--- config.mk ---
export PLATFORM = sky130hd
export DESIGN_NAME = fetch_stage
export DESIGN_NICKNAME = d
export VERILOG_FILES = /design/src/rtl/fetch_pkg.sv /design/src/rtl/fetch_stage_sat_counter.sv /design/src/rtl/fetch_stage.sv
export SDC_FILE = /design/constraint.sdc
export NUM_CORES = 1
export LEC_CHECK = 0
export ABC_CLOCK_PERIOD_IN_PS = 2650
export CAP_MARGIN = 20
export CORE_MARGIN = 2
export CORE_UTILIZATION = 40
export CTS_BUF_LIST = sky130_fd_sc_hd__clkbuf_16
export CTS_CLUSTER_DIAMETER = 40
export CTS_CLUSTER_SIZE = 20
export DETAILED_ROUTE_END_ITERATION = 6
export GPL_TIMING_DRIVEN = 0
export PLACE_DENSITY = 0.75
export SLEW_MARGIN = 5
export SYNTH_ARGS = -nofsm -noshare
export SYNTH_HDL_FRONTEND = slang
export SYNTH_HIERARCHICAL = 1
export SYNTH_SLANG_ARGS = --single-unit
--- constraint.sdc ---
create_clock -name clock -period 2.65 [get_ports clock]
set_input_delay 0.53 -clock clock [delete_from_list [all_inputs] [get_ports clock]]
set_output_delay 0.53 -clock clock [all_outputs]
set_load 0.05 [all_outputs]
--- src/rtl/fetch_pkg.sv ---
// Shared definitions for the instruction-fetch front end: state encoding,
// default geometry and the saturation limit of the performance counters.
package fetch_pkg;

   typedef enum logic {
      ST_WAIT = 1'b0,
      ST_RUN  = 1'b1
   } state_e;

   localparam int unsigned DEF_ADDR_WIDTH = 12;
   localparam int unsigned DEF_DATA_WIDTH = 32;
   localparam int unsigned DEF_RESET_PC   = 0;
   localparam int unsigned CNT_WIDTH      = 32;
   localparam logic [CNT_WIDTH-1:0] COUNT_MAX = '1;

endpackage

--- src/rtl/fetch_stage_sat_counter.sv ---
// Up-counter that sticks at MAX instead of wrapping; cleared only by reset.
module sat_counter #(
   parameter int unsigned     WIDTH = 32,
   parameter logic [WIDTH-1:0] MAX  = '1
) (
   input  logic             clk_i,
   input  logic             rst_ni,
   input  logic             inc_i,
   output logic [WIDTH-1:0] count_o
);

   logic [WIDTH-1:0] count_q, count_d;

   // NOTE: every signal written in always_comb gets a default first, so no path leaves it unassigned and no latch is inferred.
   always_comb begin
      count_d = count_q;
      if (inc_i && (count_q != MAX)) count_d = count_q + WIDTH'(1);
   end

   // NOTE: sequential state uses non-blocking assignments so all registers update together at the edge; reset is asynchronous and active-low.
   always_ff @(posedge clk_i or negedge rst_ni) begin
      if (!rst_ni) count_q <= '0;
      else         count_q <= count_d;
   end

   assign count_o = count_q;

endmodule

--- src/rtl/fetch_stage.sv ---
// Fetch front end: owns the PC, drives the synchronous imem and hands each
// instruction to decode under a valid/stall handshake with redirect support.
module fetch_stage
   import fetch_pkg::*;
#(
   parameter int unsigned ADDR_WIDTH = DEF_ADDR_WIDTH,
   parameter int unsigned DATA_WIDTH = DEF_DATA_WIDTH,
   parameter int unsigned RESET_PC   = DEF_RESET_PC
) (
   input  logic                  clock,
   input  logic                  reset,
   input  logic                  fetch_enable,
   input  logic                  stall_in,
   input  logic                  redirect_valid,
   input  logic [ADDR_WIDTH-1:0] redirect_target,
   output logic [ADDR_WIDTH-1:0] imem_address,
   input  logic [DATA_WIDTH-1:0] imem_q,
   output logic                  fd_valid,
   output logic [DATA_WIDTH-1:0] fd_instr,
   output logic [ADDR_WIDTH-1:0] fd_pc,
   output logic [ADDR_WIDTH-1:0] fd_pc_plus1,
   output logic [CNT_WIDTH-1:0]  fetch_count,
   output logic [CNT_WIDTH-1:0]  stall_count
);

   localparam logic [ADDR_WIDTH-1:0] RESET_ADDR = ADDR_WIDTH'(RESET_PC);

   state_e                state_q, state_d;
   logic [ADDR_WIDTH-1:0] pc_f_q, pc_f_d;
   logic [ADDR_WIDTH-1:0] pc_plus1;
   logic                  accept;

   assign pc_plus1 = pc_f_q + ADDR_WIDTH'(1);
   assign fd_valid = (state_q == ST_RUN) && !redirect_valid;
   assign accept   = fd_valid && !stall_in;

   // pc_f always tracks the address issued this cycle, so imem_q next cycle is mem[pc_f].
   always_comb begin
      state_d = state_q;
      pc_f_d  = pc_f_q;
      if (redirect_valid) pc_f_d = redirect_target;
      else if (accept)    pc_f_d = pc_plus1;

      unique case (state_q)
         ST_WAIT: if (fetch_enable) state_d = ST_RUN;
         ST_RUN:  if (accept && !fetch_enable) state_d = ST_WAIT;
         default: state_d = ST_WAIT;
      endcase
   end

   always_ff @(posedge clock or negedge reset) begin
      if (!reset) begin
         state_q <= ST_WAIT;
         pc_f_q  <= RESET_ADDR;
      end else begin
         state_q <= state_d;
         pc_f_q  <= pc_f_d;
      end
   end

   // While reset is held the imem must see the reset PC regardless of redirects.
   assign imem_address = reset ? pc_f_d : RESET_ADDR;
   assign fd_instr     = imem_q;
   assign fd_pc        = pc_f_q;
   assign fd_pc_plus1  = pc_plus1;

   sat_counter #(.WIDTH(CNT_WIDTH), .MAX(COUNT_MAX)) u_fetch_cnt (
      .clk_i   (clock),
      .rst_ni  (reset),
      .inc_i   (accept),
      .count_o (fetch_count)
   );

   sat_counter #(.WIDTH(CNT_WIDTH), .MAX(COUNT_MAX)) u_stall_cnt (
      .clk_i   (clock),
      .rst_ni  (reset),
      .inc_i   (fd_valid && stall_in),
      .count_o (stall_count)
   );

endmodule

==> results_dict.tcl <==
set metrics [dict create \
    yosysSeqAreaShare 0.426 \
    cts_sinks 77 \
    syn_area_per_cell_um2 10.1 \
    async_flop_share 1.00 \
    synthFlopType "dfrtp_1" \
    rr_worst_depth 9 \
    fmax_mhz 391 \
    ios 182 \
    finalMaxSlewViolations 0 \
    grt_pass1_vias 3962 \
    critPathSlowestCell "or4_1" \
    drive_gt1_frac 0.207 \
    die_x_um 110 \
    cp.required_ns 2.12 \
    viasPerCell 5.37 \
    seq_area_mm2 0.00193 \
    clock_latency_ns 0.33 \
    worstMarginPinSlew_ns 0.623 \
    cp_max_fo 10 \
    dp_cells 738 \
    setup_viol 0 \
    final_nets 666 \
    maxSlewHeadroom 0.581 \
    start_kind "primary input" \
    fillers 915 \
    hold_slack_ns 0.163 \
    critPathBufInv 3 \
    critPathMaxStageDelay_ns 0.46 \
    fin_skew_ns 0.00512 \
    p_switching_w 0.00155 \
    syn_area_mm2 0.00453 \
    synth_edf_count 0 \
    critPathArrivalTime_ns 2.02 \
    layout_commonest_cell "clkdlybuf4s50_1" \
    wirelength_um 12500 \
    crit_path_cell_trace "dlygate4sd2_1, nand2b_1, buf_2, or4_1, a31oi_2, buf_6" \
    gp_congestion 0.860 \
    fin_setup_tns_ns 0 \
    postCtsHoldBufs 0 \
    cts_root_buf "clkbuf_16" \
    io_buffer_count 148 \
    layout.cells.non_filler 759 \
    synth_nets 501 \
    run_status "finished clean" \
    multiInputGateArea_mm2 0.00242 \
    grt_max_degree 49 \
    grt_use_total 0.208 \
    die_area_mm2 0.0122 \
    numCtsBuffers 9 \
    hpwlAfterDp_um 9030 \
    vias 4079 \
    cts_buffer_depth 2 \
    wl_per_cell_um 16.5 \
    r2r_start "state_q$_DFF_PN0_" \
    seq_power_share 0.343 \
    finalCriticalPeriod_ns 2.55 \
    final_util 0.615 \
    ff2ff_setup_slack_ns 0.37 \
    rows 38 \
    p_int_w 0.00268 \
    core_region_area_mm2 0.0109 \
    detail-route-antenna-nets 0 \
    yosys_warnings 6 \
    cts_max_level 3 \
    crit_type "in2out" \
    cts.clk_slew.worst_paths_ns 0.06 \
    antenna_found_initial 0 \
    p_per_area_mw_per_mm2 629 \
    die_h_um 110 \
    period_share 0.964 \
    cp_top_family "buffers and inverters" \
    synth-seq-cells 77 \
    peakVddDrop_uv 352 \
    synth_cell_types 53 \
    cts_tree "built" \
    synthCells 449 \
    leakage_nw 2.75 \
    drt_iter0_markers 191 \
    drc 0 \
    n_antenna_cell 0 \
    finalHoldViolations 0 \
    initial_core_util 0.414 \
    syn2layout_area_growth_pct 48.7 \
    dr.pass1.iters 4 \
    swShare 0.367 \
    maxCapViolCount 0 \
    grt_pass1_wl_um 19800 \
    power_frac_comb 0.325 \
    r2r_end "u_fetch_cnt/count_o[29]$_DFFE_PN0P_" \
    holdCritPathClass "in2async" \
    critPathCaptureType "output port" \
    grt_overflow 0 \
    power_frac_clock 0.333 \
    total_power_w 0.00423 \
    layout_common_cells "124 x clkdlybuf4s50_1, 71 x dfrtp_1, 54 x xnor2_1" \
]
state kept, by name, indices dropped and copies added, names as in the netlist:
signal and count:
state_q 1, fd_pc 12, u_fetch_cnt/count_o 32, u_stall_cnt/count_o 32
cell type report:
| class | count | area share |
|---|---|---|
| plain buffers | 41 | 0.0443 |
| clock buffers | 9 | 0.0335 |
| clock inverters | 7 | 0.0171 |
| inverters | 8 | 0.00465 |
| multi-input cells | 322 | 0.360 |
| flip-flops and latches | 77 | 0.287 |
| well taps | 140 | 0.0260 |
| repair buffers | 155 | 0.227 |
through the flow:
step | worst slack, ns | instance area [µm²]
2_1_floorplan | 0.00702 | 4600
3_3_place_gp | -4.11 | 6260
3_5_place_dp | -0.964 | 6290
4_1_cts | 0.00596 | 6650
5_1_grt | -0.00465 | 6730
6_report | 0.0952 | 6730
worst register-to-register path: stages, from the launching register on:
cell and delay [ns]:
dfrtp_1 0.39, nor3b_4 0.24, buf_4 0.18, buf_4 0.15, and3_1 0.21, nor2b_1 0.16, clkbuf_1 0.34, nand4_1 0.17
nor4_2 0.20, xor2_1 0.16
power groups by stage:
stage | Sequential, W | Clock [W] | Combinational [W]
4_1_cts | 0.00144 | 0.00143 | 0.00135
3_5_place_dp | 0.00146 | 0 | 0.00136
5_1_grt | 0.00147 | 0.00149 | 0.00144
6_report | 0.00145 | 0.00141 | 0.00137
2_1_floorplan | 0.00178 | 0 | 0.000555
3_3_place_gp | 0.00145 | 0 | 0.00133
cell families after synthesis:
family                     Yosys count  synth area share
adders and majority gates            3           0.00830
and+or+nand+nor                    204             0.274
DFF                                 77             0.426
muxes                                4           0.00995
buffers and inverters               50            0.0724
AOI/OAI and AO/OA                   37            0.0666
xor gates and xnor gates            74             0.143
synthesized netlist by cell type, types with 2 or more instances:
| cell | number | area share |
|---|---|---|
| or4_4 | 4 | 0.010 |
| xor2_1 | 18 | 0.035 |
| o211a_1 | 2 | 0.0044 |
| buf_6 | 2 | 0.0050 |
| and3_1 | 7 | 0.0097 |
| nor2b_1 | 2 | 0.0028 |
| and2_1 | 5 | 0.0069 |
| o21a_1 | 2 | 0.0033 |
| mux2_1 | 2 | 0.0050 |
| nand2_1 | 41 | 0.034 |
| buf_4 | 32 | 0.053 |
| clkbuf_1 | 3 | 0.0025 |
| nand4_1 | 31 | 0.043 |
| nand3_2 | 4 | 0.0088 |
| nor2_1 | 26 | 0.022 |
| o211ai_1 | 6 | 0.010 |
| xnor2_1 | 56 | 0.11 |
| o21ai_1 | 2 | 0.0022 |
| nor4_4 | 2 | 0.0094 |
| nor4_1 | 8 | 0.011 |
| nand3_1 | 33 | 0.036 |
| mux2_2 | 2 | 0.0050 |
| o31a_1 | 2 | 0.0039 |
| inv_1 | 7 | 0.0058 |
| nand3b_1 | 2 | 0.0033 |
| nand4_2 | 2 | 0.0055 |
| a211oi_1 | 4 | 0.0066 |
| nor4_2 | 4 | 0.011 |
| a31oi_1 | 3 | 0.0041 |
| nand2b_1 | 3 | 0.0041 |
| and4_1 | 8 | 0.015 |
| buf_2 | 4 | 0.0044 |
| dfrtp_1 | 77 | 0.43 |
| nor3_1 | 10 | 0.011 |
| ha_1 | 3 | 0.0083 |
| a21oi_1 | 8 | 0.0088 |
| nand2_2 | 2 | 0.0028 |
| o31ai_4 | 2 | 0.0094 |
| nor3_2 | 4 | 0.0088 |
per-layer routing:
metal	vias to the layer above	wire [µm]	track usage
met3	14	801	0.0335
met2	163	6190	0.355
li1	1918	-	-
met4	0	144	0.0589
met5	-	0	0
met1	1984	5360	0.273
what timing repair did:
action,in CTS,in global routing
setup buffers,3,3
endpoints found under the setup margin,24,17
pin swaps,2,6
resized for setup,84,24
how the worst max path moves through the flow:
stage	end	cells after the start	start	slack [ns]
after floorplan	imem_address[11]	4	fd_pc[6]$_DFF_PN0_	0.007
after global placement	imem_address[11]	4	reset	-4.11
after detailed placement	imem_address[11]	5	stall_in	-0.96
after CTS	imem_address[8]	6	fd_pc[0]$_DFF_PN0_	0.006
after global routing	imem_address[9]	6	fd_pc[4]$_DFF_PN0_	-0.005
final	imem_address[3]	6	stall_in	0.1
No activity file was read; power rests on OpenSTA's default activity.
